[src/rtl/dds_reg_pkg.sv]
// dds_reg_pkg: register map constants, CTRL layout and byte-strobe helper
// shared by the DDS multi-channel register bank.
package dds_reg_pkg;

  // Word offsets inside one channel's 16-byte window
  localparam logic [1:0] OFF_CTRL = 2'd0;
  localparam logic [1:0] OFF_DATA = 2'd1;
  localparam logic [1:0] OFF_STAT = 2'd2;

  // CTRL bit indices
  localparam int CTRL_EN      = 0;
  localparam int CTRL_SRST    = 1;
  localparam int CTRL_START   = 2;
  localparam int CTRL_IRQ_MSK = 3;

  // STAT bit indices
  localparam int STAT_BUSY = 0;
  localparam int STAT_DONE = 1;
  localparam int STAT_OVF  = 2;

  // Byte distance between consecutive channel windows
  localparam int CH_STRIDE = 16;

  // Data returned for unmapped reads
  localparam logic [31:0] RD_ERR_DATA = 32'h0;

  // Stored CTRL image; srst/start are command bits and always hold 0
  typedef struct packed {
    logic irq_msk;
    logic start;
    logic srst;
    logic en;
  } ctrl_t;

  // Merge write data into an existing word under byte enables
  function automatic logic [31:0] apply_strb(input logic [31:0] old_word,
                                             input logic [31:0] wdata,
                                             input logic [3:0]  strb);
    logic [31:0] w;
    w = old_word;
    for (int b = 0; b < 4; b++) begin
      if (strb[b]) w[8*b +: 8] = wdata[8*b +: 8];
    end
    return w;
  endfunction

endpackage

[src/rtl/dds_reg_bank_if.sv]
// dds_reg_bank_if: registered rd/wr port between the bus-slave front end
// (master) and the DDS register bank (slave).
interface dds_reg_bank_if #(
  parameter int ADDR_W = 8
);
  logic              i_wr_en;
  logic [ADDR_W-1:0] i_wr_addr;
  logic [31:0]       i_wr_data;
  logic [3:0]        i_wr_strb;
  logic              i_rd_en;
  logic [ADDR_W-1:0] i_rd_addr;
  logic [31:0]       o_rd_data;
  logic              o_rd_valid;
  logic              o_rd_err;

  modport master (
    output i_wr_en, i_wr_addr, i_wr_data, i_wr_strb, i_rd_en, i_rd_addr,
    input  o_rd_data, o_rd_valid, o_rd_err
  );

  modport slave (
    input  i_wr_en, i_wr_addr, i_wr_data, i_wr_strb, i_rd_en, i_rd_addr,
    output o_rd_data, o_rd_valid, o_rd_err
  );
endinterface

[src/rtl/dds_reg_channel.sv]
// dds_reg_channel: one channel's CTRL/DATA/STAT registers, command pulse
// generation, sticky status and the channel's interrupt source.
module dds_reg_channel
  import dds_reg_pkg::*;
#(
  parameter int SIG_WIDTH = 16
) (
  input  logic                        clk,
  input  logic                        rst,
  input  logic                        wr_ctrl,
  input  logic                        wr_data,
  input  logic                        wr_stat,
  input  logic [31:0]                 wdata,
  input  logic [3:0]                  strb,
  input  logic                        busy,
  input  logic                        done,
  input  logic                        ovf,
  output logic                        ch_en,
  output logic                        ch_rst,
  output logic                        ch_start,
  output logic                        ch_data_wr,
  output logic signed [SIG_WIDTH-1:0] ch_data,
  output logic                        irq_src,
  output logic [31:0]                 ctrl_rd,
  output logic [31:0]                 data_rd,
  output logic [31:0]                 stat_rd
);

  ctrl_t       ctrl_q;
  logic [31:0] data_q;
  logic        done_q;
  logic        ovf_q;
  logic        ctrl_wr;
  logic        stat_wr;

  // CTRL bits all live in byte 0
  assign ctrl_wr = wr_ctrl & strb[0];
  assign stat_wr = wr_stat & strb[0];

  // CTRL storage and one-cycle SRST/START command pulses
  always_ff @(posedge clk) begin
    if (rst) begin
      ctrl_q   <= '0;
      ch_rst   <= 1'b0;
      ch_start <= 1'b0;
    end else begin
      ch_rst         <= ctrl_wr & wdata[CTRL_SRST];
      ch_start       <= ctrl_wr & wdata[CTRL_START];
      ctrl_q.srst    <= 1'b0;
      ctrl_q.start   <= 1'b0;
      if (ctrl_wr) begin
        ctrl_q.en      <= wdata[CTRL_EN];
        ctrl_q.irq_msk <= wdata[CTRL_IRQ_MSK];
      end
    end
  end

  // DATA word: byte-strobed write, cleared while the soft-reset pulse is out
  always_ff @(posedge clk) begin
    if (rst) begin
      data_q     <= '0;
      ch_data_wr <= 1'b0;
    end else begin
      ch_data_wr <= wr_data & (|strb);
      if (ch_rst) data_q <= '0;
      else if (wr_data) data_q <= apply_strb(data_q, wdata, strb);
    end
  end

  // Sticky DONE/OVF: W1C and soft reset clear, a coincident event wins
  always_ff @(posedge clk) begin
    if (rst) begin
      done_q <= 1'b0;
      ovf_q  <= 1'b0;
    end else begin
      done_q <= (done_q & ~(ch_rst | (stat_wr & wdata[STAT_DONE]))) | done;
      ovf_q  <= (ovf_q  & ~(ch_rst | (stat_wr & wdata[STAT_OVF])))  | ovf;
    end
  end

  // Read-back images and datapath-facing views
  always_comb begin
    stat_rd            = '0;
    stat_rd[STAT_BUSY] = busy;
    stat_rd[STAT_DONE] = done_q;
    stat_rd[STAT_OVF]  = ovf_q;
  end

  assign ctrl_rd = {28'h0, ctrl_q};
  assign data_rd = data_q;
  assign ch_en   = ctrl_q.en;
  assign ch_data = data_q[SIG_WIDTH-1:0];
  assign irq_src = (done_q | ovf_q) & ~ctrl_q.irq_msk;

endmodule

[src/rtl/dds_reg_bank.sv]
// dds_reg_bank: multi-channel DDS control/status register bank. Decodes the
// bus address into per-channel strobes, muxes a registered read response and
// combines channel interrupt sources. Build option DDS_IRQ_EN enables o_irq;
// without it o_irq is tied low (IRQ_MSK is still stored and readable).
module dds_reg_bank
  import dds_reg_pkg::*;
#(
  parameter int NUM_CH    = 4,
  parameter int SIG_WIDTH = 16,
  parameter int ADDR_W    = 8
) (
  input  logic                          clk,
  input  logic                          rst,
  dds_reg_bank_if.slave                 bus,
  input  logic [NUM_CH-1:0]             i_busy,
  input  logic [NUM_CH-1:0]             i_done,
  input  logic [NUM_CH-1:0]             i_ovf,
  output logic [NUM_CH-1:0]             o_ch_en,
  output logic [NUM_CH-1:0]             o_ch_rst,
  output logic [NUM_CH-1:0]             o_ch_start,
  output logic [NUM_CH*SIG_WIDTH-1:0]   o_ch_data,
  output logic [NUM_CH-1:0]             o_ch_data_wr,
  output logic                          o_irq
);

  localparam int CH_LSB = $clog2(CH_STRIDE);
  localparam int CH_W   = ADDR_W - CH_LSB;

  logic [CH_W-1:0] wr_ch;
  logic [CH_W-1:0] rd_ch;
  logic [1:0]      wr_off;
  logic [1:0]      rd_off;
  logic            rd_mapped;
  logic [31:0]     rd_val;

  logic [NUM_CH-1:0] wr_ctrl;
  logic [NUM_CH-1:0] wr_data;
  logic [NUM_CH-1:0] wr_stat;
  logic [NUM_CH-1:0] irq_src;
  logic [31:0]       ctrl_rd [NUM_CH];
  logic [31:0]       data_rd [NUM_CH];
  logic [31:0]       stat_rd [NUM_CH];
  logic signed [SIG_WIDTH-1:0] ch_data [NUM_CH];

  assign wr_ch  = bus.i_wr_addr[ADDR_W-1:CH_LSB];
  assign wr_off = bus.i_wr_addr[CH_LSB-1:2];
  assign rd_ch  = bus.i_rd_addr[ADDR_W-1:CH_LSB];
  assign rd_off = bus.i_rd_addr[CH_LSB-1:2];

  assign rd_mapped = (32'(rd_ch) < 32'(NUM_CH)) && (rd_off != 2'd3);

  for (genvar c = 0; c < NUM_CH; c++) begin : g_ch
    logic hit;
    assign hit        = bus.i_wr_en && (wr_ch == CH_W'(c));
    assign wr_ctrl[c] = hit && (wr_off == OFF_CTRL);
    assign wr_data[c] = hit && (wr_off == OFF_DATA);
    assign wr_stat[c] = hit && (wr_off == OFF_STAT);

    dds_reg_channel #(.SIG_WIDTH(SIG_WIDTH)) u_ch (
      .clk        (clk),
      .rst        (rst),
      .wr_ctrl    (wr_ctrl[c]),
      .wr_data    (wr_data[c]),
      .wr_stat    (wr_stat[c]),
      .wdata      (bus.i_wr_data),
      .strb       (bus.i_wr_strb),
      .busy       (i_busy[c]),
      .done       (i_done[c]),
      .ovf        (i_ovf[c]),
      .ch_en      (o_ch_en[c]),
      .ch_rst     (o_ch_rst[c]),
      .ch_start   (o_ch_start[c]),
      .ch_data_wr (o_ch_data_wr[c]),
      .ch_data    (ch_data[c]),
      .irq_src    (irq_src[c]),
      .ctrl_rd    (ctrl_rd[c]),
      .data_rd    (data_rd[c]),
      .stat_rd    (stat_rd[c])
    );

    assign o_ch_data[c*SIG_WIDTH +: SIG_WIDTH] = ch_data[c];
  end

  // Read mux over current register values (a same-cycle write is not yet visible)
  always_comb begin
    rd_val = RD_ERR_DATA;
    for (int c = 0; c < NUM_CH; c++) begin
      if (rd_ch == CH_W'(c)) begin
        case (rd_off)
          OFF_CTRL: rd_val = ctrl_rd[c];
          OFF_DATA: rd_val = data_rd[c];
          OFF_STAT: rd_val = stat_rd[c];
          default:  rd_val = RD_ERR_DATA;
        endcase
      end
    end
  end

  // Registered read response, one cycle after the request
  always_ff @(posedge clk) begin
    if (rst) begin
      bus.o_rd_valid <= 1'b0;
      bus.o_rd_err   <= 1'b0;
      bus.o_rd_data  <= '0;
    end else begin
      bus.o_rd_valid <= bus.i_rd_en;
      bus.o_rd_err   <= bus.i_rd_en & ~rd_mapped;
      bus.o_rd_data  <= (bus.i_rd_en && rd_mapped) ? rd_val : RD_ERR_DATA;
    end
  end

`ifdef DDS_IRQ_EN
  logic unused_bits;
  assign unused_bits = ^{bus.i_wr_addr[1:0], bus.i_rd_addr[1:0]};

  // Interrupt: any unmasked sticky source, registered
  always_ff @(posedge clk) begin
    if (rst) o_irq <= 1'b0;
    else     o_irq <= |irq_src;
  end
`else
  logic unused_bits;
  assign unused_bits = ^{bus.i_wr_addr[1:0], bus.i_rd_addr[1:0], irq_src};
  assign o_irq = 1'b0;
`endif

endmodule
[src/flat_wrapper.sv]
// flat-port wrapper written by rule: the top's interface ports become plain ports
module dds_reg_bank_flat import dds_reg_pkg::*;
#(
  parameter int NUM_CH    = 4,
  parameter int SIG_WIDTH = 16,
  parameter int ADDR_W    = 8
)
  (clk, rst, i_busy, i_done, i_ovf, o_ch_en, o_ch_rst, o_ch_start, o_ch_data, o_ch_data_wr, o_irq, bus_i_wr_en, bus_i_wr_addr, bus_i_wr_data, bus_i_wr_strb, bus_i_rd_en, bus_i_rd_addr, bus_o_rd_data, bus_o_rd_valid, bus_o_rd_err);
  dds_reg_bank_if #(.ADDR_W(ADDR_W)) bus_i ();
  input  logic clk;
  input  logic rst;
  input  logic [NUM_CH-1:0] i_busy;
  input  logic [NUM_CH-1:0] i_done;
  input  logic [NUM_CH-1:0] i_ovf;
  output logic [NUM_CH-1:0] o_ch_en;
  output logic [NUM_CH-1:0] o_ch_rst;
  output logic [NUM_CH-1:0] o_ch_start;
  output logic [NUM_CH*SIG_WIDTH-1:0] o_ch_data;
  output logic [NUM_CH-1:0] o_ch_data_wr;
  output logic o_irq;
  input wire logic [$bits(bus_i.i_wr_en)-1:0] bus_i_wr_en;
  input wire logic [$bits(bus_i.i_wr_addr)-1:0] bus_i_wr_addr;
  input wire logic [$bits(bus_i.i_wr_data)-1:0] bus_i_wr_data;
  input wire logic [$bits(bus_i.i_wr_strb)-1:0] bus_i_wr_strb;
  input wire logic [$bits(bus_i.i_rd_en)-1:0] bus_i_rd_en;
  input wire logic [$bits(bus_i.i_rd_addr)-1:0] bus_i_rd_addr;
  output wire logic [$bits(bus_i.o_rd_data)-1:0] bus_o_rd_data;
  output wire logic [$bits(bus_i.o_rd_valid)-1:0] bus_o_rd_valid;
  output wire logic [$bits(bus_i.o_rd_err)-1:0] bus_o_rd_err;
  assign bus_i.i_wr_en = bus_i_wr_en;
  assign bus_i.i_wr_addr = bus_i_wr_addr;
  assign bus_i.i_wr_data = bus_i_wr_data;
  assign bus_i.i_wr_strb = bus_i_wr_strb;
  assign bus_i.i_rd_en = bus_i_rd_en;
  assign bus_i.i_rd_addr = bus_i_rd_addr;
  assign bus_o_rd_data = bus_i.o_rd_data;
  assign bus_o_rd_valid = bus_i.o_rd_valid;
  assign bus_o_rd_err = bus_i.o_rd_err;
  dds_reg_bank #(.NUM_CH(NUM_CH), .SIG_WIDTH(SIG_WIDTH), .ADDR_W(ADDR_W)) u_core (.clk(clk), .rst(rst), .bus(bus_i), .i_busy(i_busy), .i_done(i_done), .i_ovf(i_ovf), .o_ch_en(o_ch_en), .o_ch_rst(o_ch_rst), .o_ch_start(o_ch_start), .o_ch_data(o_ch_data), .o_ch_data_wr(o_ch_data_wr), .o_irq(o_irq));
endmodule
[config.mk]
export PLATFORM = sky130hd
export DESIGN_NAME = dds_reg_bank_flat
export DESIGN_NICKNAME = d
export VERILOG_FILES = /design/src/rtl/dds_reg_pkg.sv /design/src/rtl/dds_reg_bank_if.sv /design/src/rtl/dds_reg_channel.sv /design/src/rtl/dds_reg_bank.sv /design/src/flat_wrapper.sv
export SDC_FILE = /design/constraint.sdc
export NUM_CORES = 1
export LEC_CHECK = 0
export BUFFER_PORTS_ARGS = -buffer_cell sky130_fd_sc_hd__buf_4
export CORE_MARGIN = 1.5
export CORE_UTILIZATION = 35
export CTS_CLUSTER_DIAMETER = 120
export CTS_CLUSTER_SIZE = 8
export DETAILED_ROUTE_END_ITERATION = 16
export PLACE_DENSITY = 0.54
export SLEW_MARGIN = 20
export SYNTH_ARGS = -nofsm -noshare
export SYNTH_HDL_FRONTEND = slang
export SYNTH_SLANG_ARGS = --single-unit
[constraint.sdc]
create_clock -name clk -period 5.2 [get_ports clk]
set_clock_uncertainty 0.2 [all_clocks]
set_input_delay 1.04 -clock clk [delete_from_list [all_inputs] [get_ports clk]]
set_output_delay 1.04 -clock clk [all_outputs]
set_load 0.02 [all_outputs]
# After elaboration in Yosys (flattened, before gate mapping)
# Index checks and enable logic that the tools add are counted.
# classes
n_reduce_logical	44
order_cmp	1
mux	8
bitwise_logic	63
n_eq_ne	11
# ops
operator	n
$pmux 32 s3	4
$mux 32	4
$and 1x1->1	37
$reduce_and 2->1	16
$logic_and 1x1->1	18
$eq 4x2->1 const B	4
$or 1x1->1	16
$not 1->1	10
$reduce_or 2->1	5
$eq 4x1->1 const B	2
$logic_not 4->1	2
$eq 2x1->1 const B	2
$eq 2x2->1 const B	2
$logic_not 2->1	2
$lt 4x3->1 const B	1
$reduce_or 4->1	1
$ne 2x2->1 const B	1
# word_totals
out_inout_bits	115
input_bits	68
reg_bits	198

# Depth between registers and ports, before layout
# depth
depth_word	9
mapped_depth	6
mapped_depth_nobuf	4

# Cells and area by module
# A second synthesis with hierarchy kept.
# hier_totals
cells_unflattened	1579
hier_area_um2	14124.8
# modules_own_cells
module	n_inst	cells_each	seq_area_each_um2	area_per_inst_um2
dds_reg_channel	4	257	780.7	2402.3
dds_reg_bank	1	551	680.7	4515.6

# Worst setup path after synthesis
# No wires, ideal clock.
# synth_timing
kind	in2reg
startpoint	in bus_i_rd_addr[4]
endpoint	reg u_core.bus.o_rd_data[12]
path_stages	5
required_ps	4872
t_arrival_ps	2249
slack_ps	2624
path_cell_list	buf_2 clkbuf_1 mux2_2 a222oi_1 nor2_1
# synth_via
elab_chain_len	5
elab_cells_between_ends	13
classes_between	order compare (1); eq/ne (3); mux (4); bitwise (1); reduce/logical (4)
# synth_rtl
item	line_no	text
start, declared	flat_wrapper.sv:26	input wire logic [$bits(bus_i.i_rd_addr)-1:0] bus_i_rd_addr;
$lt 4x3->1 or $logic_not 4->1 (tied branches)	dds_reg_bank.sv:50, dds_reg_bank.sv:88	
$logic_and 1x1->1 or $mux 32 (tied branches)	dds_reg_bank.sv:50, dds_reg_bank.sv:88	
$logic_and 1x1->1 or $mux 32 (tied branches)	dds_reg_bank.sv:108, dds_reg_bank.sv:88	
$not 1->1 (no line) or $mux 32 (tied branches)	--	
$reduce_or 2->1 (no line) or $mux 32 (tied branches)	--	
end signal, assigned	dds_reg_bank.sv:108	bus.o_rd_data <= (bus.i_rd_en && rd_mapped) ? rd_val : RD_ERR_DATA;
end, declared	dds_reg_bank_if.sv:23	output o_rd_data, o_rd_valid, o_rd_err
# Several ways; a longest one is shown, not always the timed one.
# A chain may end at the register's enable or synchronous reset.

# Worst setup path after layout
# layout_timing
startpoint	in bus_i_rd_addr[4]
endpoint	reg u_core.bus.o_rd_data[23]
# Same word-level chain as after synthesis.

==> metrics.txt <==
Final WS setup about 2.5 ns; Longest Clk Path Bufs 2; critical path capture point type flip-flop; final setup TNS 0 ns; placed cell count 1153; clock share of power 0.465; WL/cell approximately 20 µm; sequential power share 0.480; Worst Setup Start Kind input pin; Area Overhead vs Synth 19.7%; pwr/cell area 313 nW/µm²; antenna violations before repair 1; CP Buf/Inv Count 2; Net Sw Power 692 µW; max_slew headroom 0.284; switching fraction of total power 0.227; final worst path period need 2.66 ns; # clock sinks 190; Avg Inst Size Synth about 10 µm²; DRT iter0 DRCs between 500 and 600; worst-skew pair later-pin latency 0.43 ns; kind of cell adding the most delay to the critical path buffers and inverters; total core area 22700 µm²; transition time at the pin with the least slew margin between 1 and 1.5 ns; area of the mapped netlist between 8000 and 9000 µm²; DP Area approximately 9100 µm²; DRC 0; Avg Vias per Cell about 5; die extent in x ~160 µm; Congestion Overflow GR 0; hold slack between 0.2 and 0.3 ns; commonest non-fill, non-tap cell in the layout dfxtp_1; post-cts sizing count 0; ANT nets after route 0; final hold vios 0; EDFF count, synth 0; die area between 20000 and 25000 µm²; register bit total from synthesis 190; CP max stage delay slightly above 0.6 ns; R2R Setup Slk 3.59 ns; Multi-input gate area between 3000 and 4000 µm²; Netlist cell types 43; WS Path Type input pin to flip-flop; # setup viols final 0; VDD IR-drop max between 150 and 200 µV; fin cells between 1000 and 1500; Ys Warns 0; RePlAce Congestion 0.753; fraction of registers with async set/reset 0; Post-synth top flop dfxtp_1; worst-path cell chain buf_4, nor4_4, buf_4, a222oi_1, nor2_1; antenna cells 0; FMAX about 0.38 GHz; required time of the critical path roughly 5.4 ns; DR vias about 6000; I/O pin count 183; share of layout cells above drive strength 1 0.295; leakage power 4.36 nW; Worst EP arrival 2.83 ns; largest net degree at the start of global routing 36; cells after synthesis 812; clock-pin transition on the worst setup and hold timing paths approximately 0.070 ns; global-route wire length before repair 35.4 mm; Pre-Repair DR Iteration Count 6; vias in the first global route between 5000 and 6000; row cnt between 50 and 60; Slew Viols, Final 0; Worst Path Max Fanout 35; # port buffers between 150 and 200; max_cap viols 0; CTS Hold Bufs 0; initial core utilization 0.359; cell mode on critical path buf_4; RSZ-0062 raised after global routing false; CTS Buf Count 17; CP max stage cell nor4_4; hold crit path type flip-flop to flip-flop; Final Power 3.05 mW; Logic pwr share 0.055; final net count approximately 960; HPWL Detailed between 15 and 20 mm; pre-CTS setup slack about 2.1 ns; CTS tree built; final period utilization 0.512; sequential share of the synthesized area 0.467; Fillers between 2000 and 2500; Post-Layout Inst Area slightly below 10000 µm²; Post-CTS Setup Inserts 0; status complete, no violations; most frequent cells in the layout dfxtp_1, nor2_1, buf_4, mux2i_1, mux2_2; Layout Utilization 0.429; syn_nets 880; Root Driver clkbuf_16; WL final 23.2 mm; Int Pwr around 2.4 mW; total track usage 0.194; FF/Latch Area between 3000 and 4000 µm²; Chip Height between 150 and 200 µm; H-tree Lvls 4
[flip-flops by register name, summed over array words and instances, names as in the netlist]
name / count
u_core.g_ch.u_ch.data_rd: 128
u_core.bus.o_rd_data: 32
u_core.g_ch.u_ch.ch_data_wr: 4
u_core.g_ch.u_ch.ch_en: 4
u_core.g_ch.u_ch.ch_rst: 4
u_core.g_ch.u_ch.ch_start: 4
u_core.g_ch.u_ch.ctrl_rd: 4
u_core.g_ch.u_ch.done_q: 4
u_core.g_ch.u_ch.ovf_q: 4
u_core.bus.o_rd_err: 1
u_core.bus.o_rd_valid: 1
[tightest hold or removal path: stages (launching register included)]
cell	delay, ns
dfxtp_1	0.32
mux2i_1	0.06
nor2_1	0.07
[synth_stat cells (2+ instances only)]
| cell | number | area, µm² |
|---|---|---|
| a31oi_1 | 8 | 50.1 |
| and3b_1 | 4 | 35.0 |
| or4b_2 | 2 | 20.0 |
| inv_1 | 4 | 15.0 |
| nand2b_1 | 2 | 12.5 |
| nor2b_1 | 5 | 31.3 |
| mux2_2 | 30 | 338 |
| a221oi_1 | 2 | 17.5 |
| nand2_1 | 4 | 15.0 |
| and4b_1 | 2 | 20.0 |
| and2_1 | 2 | 12.5 |
| a22oi_1 | 5 | 37.5 |
| clkbuf_1 | 38 | 143 |
| a211o_1 | 2 | 17.5 |
| nor3_4 | 8 | 130 |
| nand3b_1 | 5 | 37.5 |
| nand3_1 | 21 | 105 |
| a22o_1 | 5 | 43.8 |
| nor2_1 | 185 | 694 |
| or2_2 | 4 | 25.0 |
| nor3_1 | 4 | 20.0 |
| dfxtp_1 | 190 | 3800 |
| nor3b_1 | 3 | 22.5 |
| mux2i_1 | 140 | 1400 |
| buf_2 | 8 | 40.0 |
| a21oi_1 | 4 | 20.0 |
| a222oi_1 | 28 | 280 |
| buf_4 | 82 | 616 |
[metal layers]
layer / GRT usage / vias to the layer above / share of wire
met5: 0 / - / 0.00073
met4: 0.0590 / 2 / 0.012
met3: 0.0383 / 22 / 0.050
met2: 0.316 / 161 / 0.47
met1: 0.260 / 2904 / 0.47
li1: - / 2899 / -
[final cells by class]
| type | instances | share of cell area |
|---|---|---|
| repair buffers | 185 | 0.143 |
| clock buffers | 20 | 0.0469 |
| multi-input cells | 489 | 0.364 |
| flip-flops and latches | 190 | 0.390 |
| well taps | 285 | 0.0366 |
| clock inverters | 11 | 0.0185 |
| inverters | 4 | 0.00154 |
[power by group through the flow]
| stage | Sequential, mW | Clock, mW | Combinational (mW) |
|---|---|---|---|
| 2_1_floorplan | 1.50 | 0 | 0.0812 |
| 4_1_cts | 1.47 | 1.46 | 0.169 |
| 6_report | 1.47 | 1.42 | 0.167 |
| 5_1_grt | 1.47 | 1.52 | 0.180 |
| 3_5_place_dp | 1.50 | 0 | 0.168 |
| 3_3_place_gp | 1.50 | 0 | 0.168 |
[final timing paths]
| check | depth (start not counted) | start | end |
|---|---|---|---|
| max | 5 | bus_i_rd_addr[4] | u_core.bus.o_rd_data[23] |
| min | 2 | u_core.g_ch[3].u_ch.data_rd[21] | u_core.g_ch[3].u_ch.data_rd[21] |
| max reg2reg | 2 | u_core.g_ch[2].u_ch.ch_rst | u_core.g_ch[2].u_ch.data_rd[7] |
| min reg2reg | 2 | u_core.g_ch[3].u_ch.data_rd[21] | u_core.g_ch[3].u_ch.data_rd[21] |
[kinds of logic after synthesis]
group	count (synthesis)	synth area share
AOI/OAI and AO/OA	60	0.0631
buffers and inverters	133	0.101
DFF	190	0.467
muxes	171	0.216
other	1	0.000460
and+or+nand+nor	257	0.152
Note: power is estimated with default switching activity, not from simulation.
